### src/rtl/store_merge_unit.sv
// Memory-stage store path: turns word/halfword/byte stores into full-word writes
// for a data memory without byte enables, using read-modify-write for sub-word stores.
module store_merge_unit #(
  parameter int DATA_WIDTH    = 32,
  parameter int ADDRESS_WIDTH = 32
) (
  input  logic                     i_clk,
  input  logic                     i_rst_n,
  input  logic                     i_MemWriteM,
  input  logic [2:0]               i_MemDataSelM,
  input  logic [ADDRESS_WIDTH-1:0] i_ALUOutM,
  input  logic [DATA_WIDTH-1:0]    i_WriteDataM,
  input  logic [DATA_WIDTH-1:0]    i_MemRData,
  output logic [ADDRESS_WIDTH-1:0] o_MemAddr,
  output logic                     o_MemWE,
  output logic [DATA_WIDTH-1:0]    o_MemWData,
  output logic                     o_StallM,
  output logic                     o_AddrErrM
);

  typedef enum logic [1:0] {
    IDLE  = 2'd0,
    RD    = 2'd1,
    MERGE = 2'd2
  } state_t;

  typedef enum logic [1:0] {
    SZ_WORD = 2'd0,
    SZ_HALF = 2'd1,
    SZ_BYTE = 2'd2
  } size_t;

  state_t state_q, state_d;

  // Sub-word store context captured in IDLE and replayed during RD/MERGE.
  logic [ADDRESS_WIDTH-1:0] word_addr_q;
  logic [1:0]               lane_q;
  size_t                    size_q;
  logic [15:0]              data_q;
  logic                     capture;

  size_t                    req_size;
  logic                     misaligned;
  logic [DATA_WIDTH-1:0]    merged_word;

  // Encodings 5..7 fall back to word so an unexpected select never stalls.
  always_comb begin
    case (i_MemDataSelM)
      3'd1, 3'd2: req_size = SZ_HALF;
      3'd3, 3'd4: req_size = SZ_BYTE;
      default:    req_size = SZ_WORD;
    endcase
  end

  assign misaligned = ((req_size == SZ_HALF) && i_ALUOutM[0]) ||
                      ((req_size == SZ_WORD) && (i_ALUOutM[1:0] != 2'b00));

  // Little-endian lane replacement over the old word returned by the RD cycle.
  always_comb begin
    merged_word = i_MemRData;
    if (size_q == SZ_HALF) begin
      if (lane_q[1]) merged_word[31:16] = data_q;
      else           merged_word[15:0]  = data_q;
    end else begin
      case (lane_q)
        2'd0:    merged_word[7:0]   = data_q[7:0];
        2'd1:    merged_word[15:8]  = data_q[7:0];
        2'd2:    merged_word[23:16] = data_q[7:0];
        default: merged_word[31:24] = data_q[7:0];
      endcase
    end
  end

  // NOTE: state registers use non-blocking assignments so every flop samples
  // pre-edge values regardless of process ordering.
  always_ff @(posedge i_clk or negedge i_rst_n) begin
    if (!i_rst_n) begin
      state_q <= IDLE;
    end else begin
      state_q <= state_d;
    end
  end

  // NOTE: the latched context is cleared on reset even though it is only read
  // after a fresh capture, so an aborted sequence leaves nothing stale behind.
  always_ff @(posedge i_clk or negedge i_rst_n) begin
    if (!i_rst_n) begin
      word_addr_q <= '0;
      lane_q      <= '0;
      size_q      <= SZ_WORD;
      data_q      <= '0;
    end else if (capture) begin
      word_addr_q <= {i_ALUOutM[ADDRESS_WIDTH-1:2], 2'b00};
      lane_q      <= i_ALUOutM[1:0];
      size_q      <= req_size;
      data_q      <= i_WriteDataM[15:0];
    end
  end

  // NOTE: every output is given a default before the case so no path through
  // this block can infer a latch.
  always_comb begin
    state_d    = state_q;
    o_MemAddr  = i_ALUOutM;
    o_MemWE    = 1'b0;
    o_MemWData = '0;
    o_StallM   = 1'b0;
    o_AddrErrM = 1'b0;
    capture    = 1'b0;

    case (state_q)
      IDLE: begin
        if (i_MemWriteM) begin
          if (misaligned) begin
            o_AddrErrM = 1'b1;
          end else if (req_size == SZ_WORD) begin
            o_MemWE    = 1'b1;
            o_MemWData = i_WriteDataM;
          end else begin
            o_StallM = 1'b1;
            capture  = 1'b1;
            state_d  = RD;
          end
        end
      end

      RD: begin
        o_MemAddr = word_addr_q;
        o_StallM  = 1'b1;
        state_d   = MERGE;
      end

      MERGE: begin
        // Stall drops here so the pipeline retires the store on this edge.
        o_MemAddr  = word_addr_q;
        o_MemWE    = 1'b1;
        o_MemWData = merged_word;
        state_d    = IDLE;
      end

      default: state_d = IDLE;
    endcase
  end

endmodule

### config.mk
export PLATFORM = sky130hd
export DESIGN_NAME = store_merge_unit
export DESIGN_NICKNAME = d
export VERILOG_FILES = /design/src/rtl/store_merge_unit.sv
export SDC_FILE = /design/constraint.sdc
export NUM_CORES = 1
export LEC_CHECK = 0
export ABC_CLOCK_PERIOD_IN_PS = 4800
export CAP_MARGIN = 20
export CORE_AREA = 5 5 95 97
export CTS_CLUSTER_DIAMETER = 50
export DETAILED_ROUTE_END_ITERATION = 16
export DIE_AREA = 0 0 100 102
export PLACE_DENSITY_LB_ADDON = 0.12
export SLEW_MARGIN = 20
export SYNTH_ARGS = -nofsm -noshare
export SYNTH_HDL_FRONTEND = slang
export SYNTH_SLANG_ARGS = --single-unit
### constraint.sdc
create_clock -name i_clk -period 4.8 [get_ports i_clk]
set_clock_uncertainty 0.2 [all_clocks]
set_input_delay 0.72 -clock i_clk [delete_from_list [all_inputs] [get_ports i_clk]]
set_output_delay 0.72 -clock i_clk [all_outputs]
set_load 0.005 [all_outputs]
==> reports/metrics.csv <==
metric;value;unit
wire_length_of_the_first_global_routing_pass;14.9;mm
worst-slew-pin-transition;0.713;ns
worst_hold_startpoint;data_q[13];
post-route-cell-area;5210;µm²
grt_max_degree;53;
track_usage;18.1;%
first_iter_violations;96;
reg2reg_from;state_q[0];
setup-tns-final;0;ns
finish.utilization;64.8;%
status;complete, no violations;
cp-startpoint;i_MemWriteM;
peakVddDrop;0.342;mV
post-cts-setup-buffer-count;0;
initial_antenna_violation_count;0;
detailedPlacementHpwl;7.25;mm
postPlaceCellArea;5120;µm²
tritoncts.num_buffers;5;
layout.filler_cells;692;
synth_common_cells;sky130_fd_sc_hd__mux2_2 (95), sky130_fd_sc_hd__dfrtp_1 (52), sky130_fd_sc_hd__a22o_1 (24);
initial_core_utilization;42.5;%
final.period_utilization;76.2;%
worst_ep_arrival_time;2.74;ns
synth_area;3430;µm²
placement_row_count;33;
routed-via-count;2878;
die_area;10200;µm²
finish.cell_count_without_fillers;550;
fin_nets;549;
setup_ws;1.14;ns
number_of_global_route_vias_before_repair;2995;
portBuffers;168;
finalPower;2.75;mW
crit_type;in2out;
timing.final.hold_violations;0;
report.final.slew_viol_count;0;
avgSynthCellArea;12.0;µm²
rsz_0062_raised_after_global_routing;false;
data_required_time_of_the_worst_path;3.88;ns
syn_to_final_growth;52.2;%
numPlacedInstances;542;
hold-worst-slack;0.310;ns
clock_insertion_delay_worst_skew;0.30;ns
static-leakage-power;2.11;nW
first_pass_iters;4;
cap_violations;0;
path_max_fanout;33;
worst_setup_hold_path_clk_slew;0.08;ns
fmax;273;MHz
wire_per_inst;17.2;µm
grt-busiest-layer;met2;
p_int;1.87;mW
finalWirelength;9.48;mm
setup_viol;0;
post_cts.resized_instances;0;
synth_top_cells_by_area;sky130_fd_sc_hd__dfrtp_1 (38%), sky130_fd_sc_hd__mux2_2 (31%), sky130_fd_sc_hd__a22o_1 (6.1%), sky130_fd_sc_hd__nand2b_1 (3.8%), sky130_fd_sc_hd__buf_6 (2.6%);
synth_top_cell_area_share;38.0;%
synth.largest_area_cell;sky130_fd_sc_hd__dfrtp_1;
grt_overflow_total;0;
pwr-share-clk;9.3;%
postRouteAntennaNets;0;
place_ws;1.15;ns
postSynthNetCount;390;
post-route-min-period;3.66;ns
placeableCoreArea;8050;µm²
synth.most_common_cell;sky130_fd_sc_hd__mux2_2;
die_width;100;µm
clock_sinks;52;
groute.layer.met3.usage;5.19;%
crit_path_start_kind;input port;
regToRegSetupSlack;2.44;ns
io_pins;169;
post_synth_num_cell_types;35;
global_route.usage.met2;32.2;%
cts.hold.buffers_added;0;
dieHeight;102;µm
clock-root-buffer;sky130_fd_sc_hd__clkbuf_8;
final-seq-area;1300;µm²
comb_power_share;60.9;%
power.share.switching;32.2;%
ys_ff_latch;52;
cts_tree;yes;
critPathCaptureType;primary output;
htreeDepth;2;
synth_flop_cell;sky130_fd_sc_hd__dfrtp_1;
diodes;0;
cts-root-to-sink-buffers;2;
hold_path.class;reg2reg;
synth_sequential_area_ratio;38.0;%
globalRouteMet1Util;22.1;%
multi_input_gate_area_in_the_final_layout;1940;µm²
yosysWarningCount;0;
powerDensity;528;nW/µm²
netlist_instances;285;
synth-async-reset-ratio;100;%
max_slew_margin;52.4;%
netSwitchingPower;0.887;mW
number_of_synthesized_flops_with_an_enable_pin;0;
via_per_inst;5.23;
post_route_cells_drive_above_1_share;26.1;%
gp_congestion;0.852;
drt_drc_violations_left;0;
pwr-share-seq;29.7;%
## layout by cell type, fill, tap and decap left out
cell type / instances
sky130_fd_sc_hd__ha_2: 1
sky130_fd_sc_hd__xnor2_1: 1
sky130_fd_sc_hd__mux2i_1: 8
sky130_fd_sc_hd__mux2_2: 95
sky130_fd_sc_hd__nand2_1: 2
sky130_fd_sc_hd__o32ai_1: 1
sky130_fd_sc_hd__ha_1: 2
sky130_fd_sc_hd__a21o_1: 1
sky130_fd_sc_hd__o311ai_0: 1
sky130_fd_sc_hd__nor4_4: 1
sky130_fd_sc_hd__dfrtp_1: 52
sky130_fd_sc_hd__clkbuf_1: 1
sky130_fd_sc_hd__or2_2: 2
sky130_fd_sc_hd__o21bai_1: 2
sky130_fd_sc_hd__inv_1: 12
sky130_fd_sc_hd__nor2_1: 2
sky130_fd_sc_hd__clkinvlp_4: 1
sky130_fd_sc_hd__nor3b_1: 1
sky130_fd_sc_hd__o21ai_1: 1
sky130_fd_sc_hd__o2bb2ai_2: 1
sky130_fd_sc_hd__o21ai_0: 3
sky130_fd_sc_hd__a21oi_4: 1
sky130_fd_sc_hd__or2b_1: 5
sky130_fd_sc_hd__a22oi_1: 8
sky130_fd_sc_hd__a32o_1: 8
sky130_fd_sc_hd__nor2b_1: 3
sky130_fd_sc_hd__nand2b_1: 21
sky130_fd_sc_hd__nor2_4: 1
sky130_fd_sc_hd__nor3_1: 1
sky130_fd_sc_hd__buf_2: 1
sky130_fd_sc_hd__clkbuf_8: 6
sky130_fd_sc_hd__clkdlybuf4s50_1: 167
sky130_fd_sc_hd__a21oi_1: 2
sky130_fd_sc_hd__nor2_2: 1
sky130_fd_sc_hd__a22o_1: 24
sky130_fd_sc_hd__buf_4: 4
sky130_fd_sc_hd__a21boi_4: 1
## kinds of logic (layout without fill, tap and decap cells)
| logic type | Yosys count | after routing | share of synthesized area, % |
|---|---|---|---|
| muxes | 103 | 103 | 33.6 |
| AOI/OAI and AO/OA | 54 | 54 | 13.7 |
| DFF | 52 | 52 | 38.0 |
| and+or+nand+nor | 40 | 40 | 7.78 |
| buffers and inverters | 32 | 192 | 5.59 |
| adders and majority gates | 3 | 3 | 1.10 |
| xor gates and xnor gates | 1 | 1 | 0.256 |
## per-layer routing
layer / routed length, µm / share of wire, %
met2: 4520 / 48
met1: 4020 / 42
met5: 0 / 0
met3: 839 / 8.9
met4: 104 / 1.1
## power groups by stage
stage / Clock, mW / Sequential, mW / Combinational [mW]
5_1_grt: 0.289 / 0.853 / 1.82
3_3_place_gp: 0 / 0.814 / 1.68
3_5_place_dp: 0 / 0.828 / 1.69
4_1_cts: 0.269 / 0.818 / 1.71
2_1_floorplan: 0 / 0.744 / 1.01
6_report: 0.257 / 0.818 / 1.68
## worst max-delay path, stage by stage
cell and delay (ns):
sky130_fd_sc_hd__clkdlybuf4s50_1 0.47, sky130_fd_sc_hd__nand2_1 0.21, sky130_fd_sc_hd__nor4_4 0.26, sky130_fd_sc_hd__buf_4 0.35, sky130_fd_sc_hd__a22o_1 0.21, sky130_fd_sc_hd__clkdlybuf4s50_1 0.50
## cell type report
type                    instances  area share, %
repair buffers                172           32.7
inverters                      12          0.864
clock inverters                 1          0.144
multi-input cells             201           37.1
well taps                     105           2.52
flip-flops and latches         52           25.0
clock buffers                   7           1.66
## registers in the layout (all words and copies together), names as in the netlist
name         flops
word_addr_q     30
data_q          16
lane_q           2
size_q           2
state_q          2
## worst paths after layout
path / depth (start not counted) / to
max: 6 / o_MemWData[7]
min: 1 / data_q[13]
max reg2reg: 6 / data_q[15]
min reg2reg: 1 / data_q[13]
max in group asynchronous: 2 / word_addr_q[7]
min in group asynchronous: 2 / size_q[0]
Power figures use the tool's default switching activity.
==> RTL edit (same flow settings) <==
Set the parameter `ADDRESS_WIDTH` to 40 (it was 32).
--- a/src/rtl/store_merge_unit.sv
+++ b/src/rtl/store_merge_unit.sv
@@ -4,3 +4,3 @@
   parameter int DATA_WIDTH    = 32,
-  parameter int ADDRESS_WIDTH = 32
+  parameter int ADDRESS_WIDTH = 40
 ) (
Interface: changed (resized i_ALUOutM and o_MemAddr); port bits go from 169 to 185. The function was not compared with the original's and may differ.
==> RTL edit against the unedited design <==
Sequential cell count up 8. Worst setup slack lost 0.043 ns. Area after synthesis grew 12%. Sequential power up 15%. Design area up 14%. Total power rose by 24%. Wire length up 14%. Via count increased by 10%. Largest cell class unchanged.
==> RTL edit: results (changes against the unedited design) <==
Parameter                              Value

Run status
  Status    complete, no violations

Power and ir drop
  Max IR drop VDD    0.0003484 V (+2.0%)
  Total leakage power    2.446 nW (+16%)

Logic synthesis
  Count of yosys warnings during synthesis    0 (unchanged)
  Asr flop ratio synth    100.0% (unchanged)
  List of most frequent post-synthesis cells    mux2_2, dfrtp_1, nand2b_1
  Most frequently used flop master after synthesis    dfrtp_1
  Mapped Avg Cell Area    12.35 um^2 (+2.8%)
  Sequential element share of the synthesized area    39.20% (+1.2 points)
  Cell variety after synth    34 (-2.9%)
  Syn nets    423 (+8.5%)
  Largest cells by area after synthesis    dfrtp_1, mux2_2, mux2_4

Drt
  Vias post-DR    3,177 (+10%)
  Detailed-router iteration count before antenna repair    4 (unchanged)
  Initial drt markers    89 (-7.3%)
  Number of vias per cell    5.313 (+1.5%)
  Post-detailed-route wirelength per cell    18.14 um (+5.3%)

Layout
  Fraction of layout instances using a drive strength above 1    28.60% (+2.5 points)
  Commonest non-fill, non-tap cell in the layout    clkdlybuf4s50_1
  Top flop regs    word_addr_q: 38 flops, data_q: 16 flops
  NumNets Final    601 (+9.5%)
  Antenna cells    0 (unchanged)

Global route
  Maximum number of pins on one net before global-route repair    61 (+15%)
  Vias in the first global route    3,435 (+15%)
  Global-route met1 utilization    24.19% (+2.1 points)
  Global-route track usage on met3    7.440% (+2.3 points)
  Wire length of the first global-routing pass    16.69 mm (+12%)
  Global-route met2 utilization    35.66% (+3.4 points)
  Gr usage total    20.51% (+2.4 points)
  Number of antenna violations at the first check in global routing    0 (unchanged)

CTS
  Post-CTS sizing    0 (unchanged)
  Clock transition at the register clock pins on the worst setup and hold paths after CTS    0.07 ns
  Skew-Pair Late Insertion Delay    0.32 ns (+0.02 ns)
  CTS Buffer Depth    2 (unchanged)
  Post-CTS setup buffers    0 (unchanged)
  Number of CTS-inserted buffers    9 (+4)
  Depth of the CTS H-tree    3 (+1)

Placed design
  Instance area after placement    5728 um^2 (+12%)
  Routability cong.    0.8065 (-5.4%)
  Cell total after placement    582 (+7.4%)
  Number of I/O port buffers    184 (+9.5%)
  Final HPWL DP    7.975 mm (+10%)

Setup path
  Highest cell delay on the worst timing path    0.57 ns (+0.07 ns)
  Family with the most delay on the worst path    buffers and inverters
  Crit path DAT    2.78 ns (+0.04 ns)

Flow run
  Number of maximum-capacitance constraint violations    0 (unchanged)

Timing
  Transition time at the pin with the least slew margin    0.8338 ns (+0.1204 ns)
[RTL edit: changes by cell type after synthesis, moves of 2 or more]
cell      delta
mux2_2       -2
dfrtp_1      +8
nand2b_1     +5
mux2_4      +18
buf_4        -2
buf_2        +4
buf_1        +3
buf_6        -4
or2b_1       -5
[RTL edit: final cells by class]
class,count,area [um^2]
clock buffer,11,141.4
clock inverter,5,75.07
fill,618,2105
inverter,12,45.04
multi-input combinational,217,2173
sequential,60,1501
tap,105,131.4
timing repair buffer,188,1879
[RTL edit: kinds of logic (layout without fill, tap and decap cells)]
group / after synthesis / count (layout) / synth area share (%)
fa+ha+maj: 3 / 3 / 0.9802
compound gates: 54 / 54 / 12.19
buf+inv: 33 / 216 / 4.247
flops: 60 / 60 / 39.20
mux: 119 / 119 / 36.49
simple gates: 40 / 40 / 6.665
xor+xnor: 1 / 1 / 0.2287
[RTL edit: per-stage QoR]
step,power (W),setup WS (ns)
floorplan,0.002020,2.228
global placement,0.002904,1.112
detailed placement,0.002944,1.087
CTS,0.003462,1.081
global route,0.003644,0.9504
finish,0.003422,1.100
[RTL edit: final timing paths]
kind,start,endpoint,slack [ns],cells after the start
max,i_MemDataSelM[1],o_MemWData[24],1.10,7
min,word_addr_q[15]$_DFFE_PN0P_,word_addr_q[15]$_DFFE_PN0P_,0.31,1
max reg2reg,state_q[0]$_DFFE_PN0P_,word_addr_q[35]$_DFFE_PN0P_,2.30,6
min reg2reg,word_addr_q[15]$_DFFE_PN0P_,word_addr_q[15]$_DFFE_PN0P_,0.31,1
max in group asynchronous,i_rst_n,lane_q[1]$_DFFE_PN0P_,3.55,2
min in group asynchronous,i_rst_n,data_q[14]$_DFFE_PN0P_,0.35,2
[RTL edit: power breakdown]
part | switching, W | total [W] | internal (W)
registers | 0.000184 | 0.000941 | 0.000757
logic | 0.000680 | 0.00198 | 0.00130
clock network | 0.000192 | 0.000497 | 0.000304
total | 0.00106 | 0.00342 | 0.00237
[RTL edit: per-layer routing]
| metal | vias up | routed length (um) |
|---|---|---|
| met5 | - | 0 |
| met3 | 9 | 970 |
| met1 | 1536 | 4330 |
| met2 | 129 | 5446 |
| li1 | 1503 | - |
| met4 | 0 | 103 |
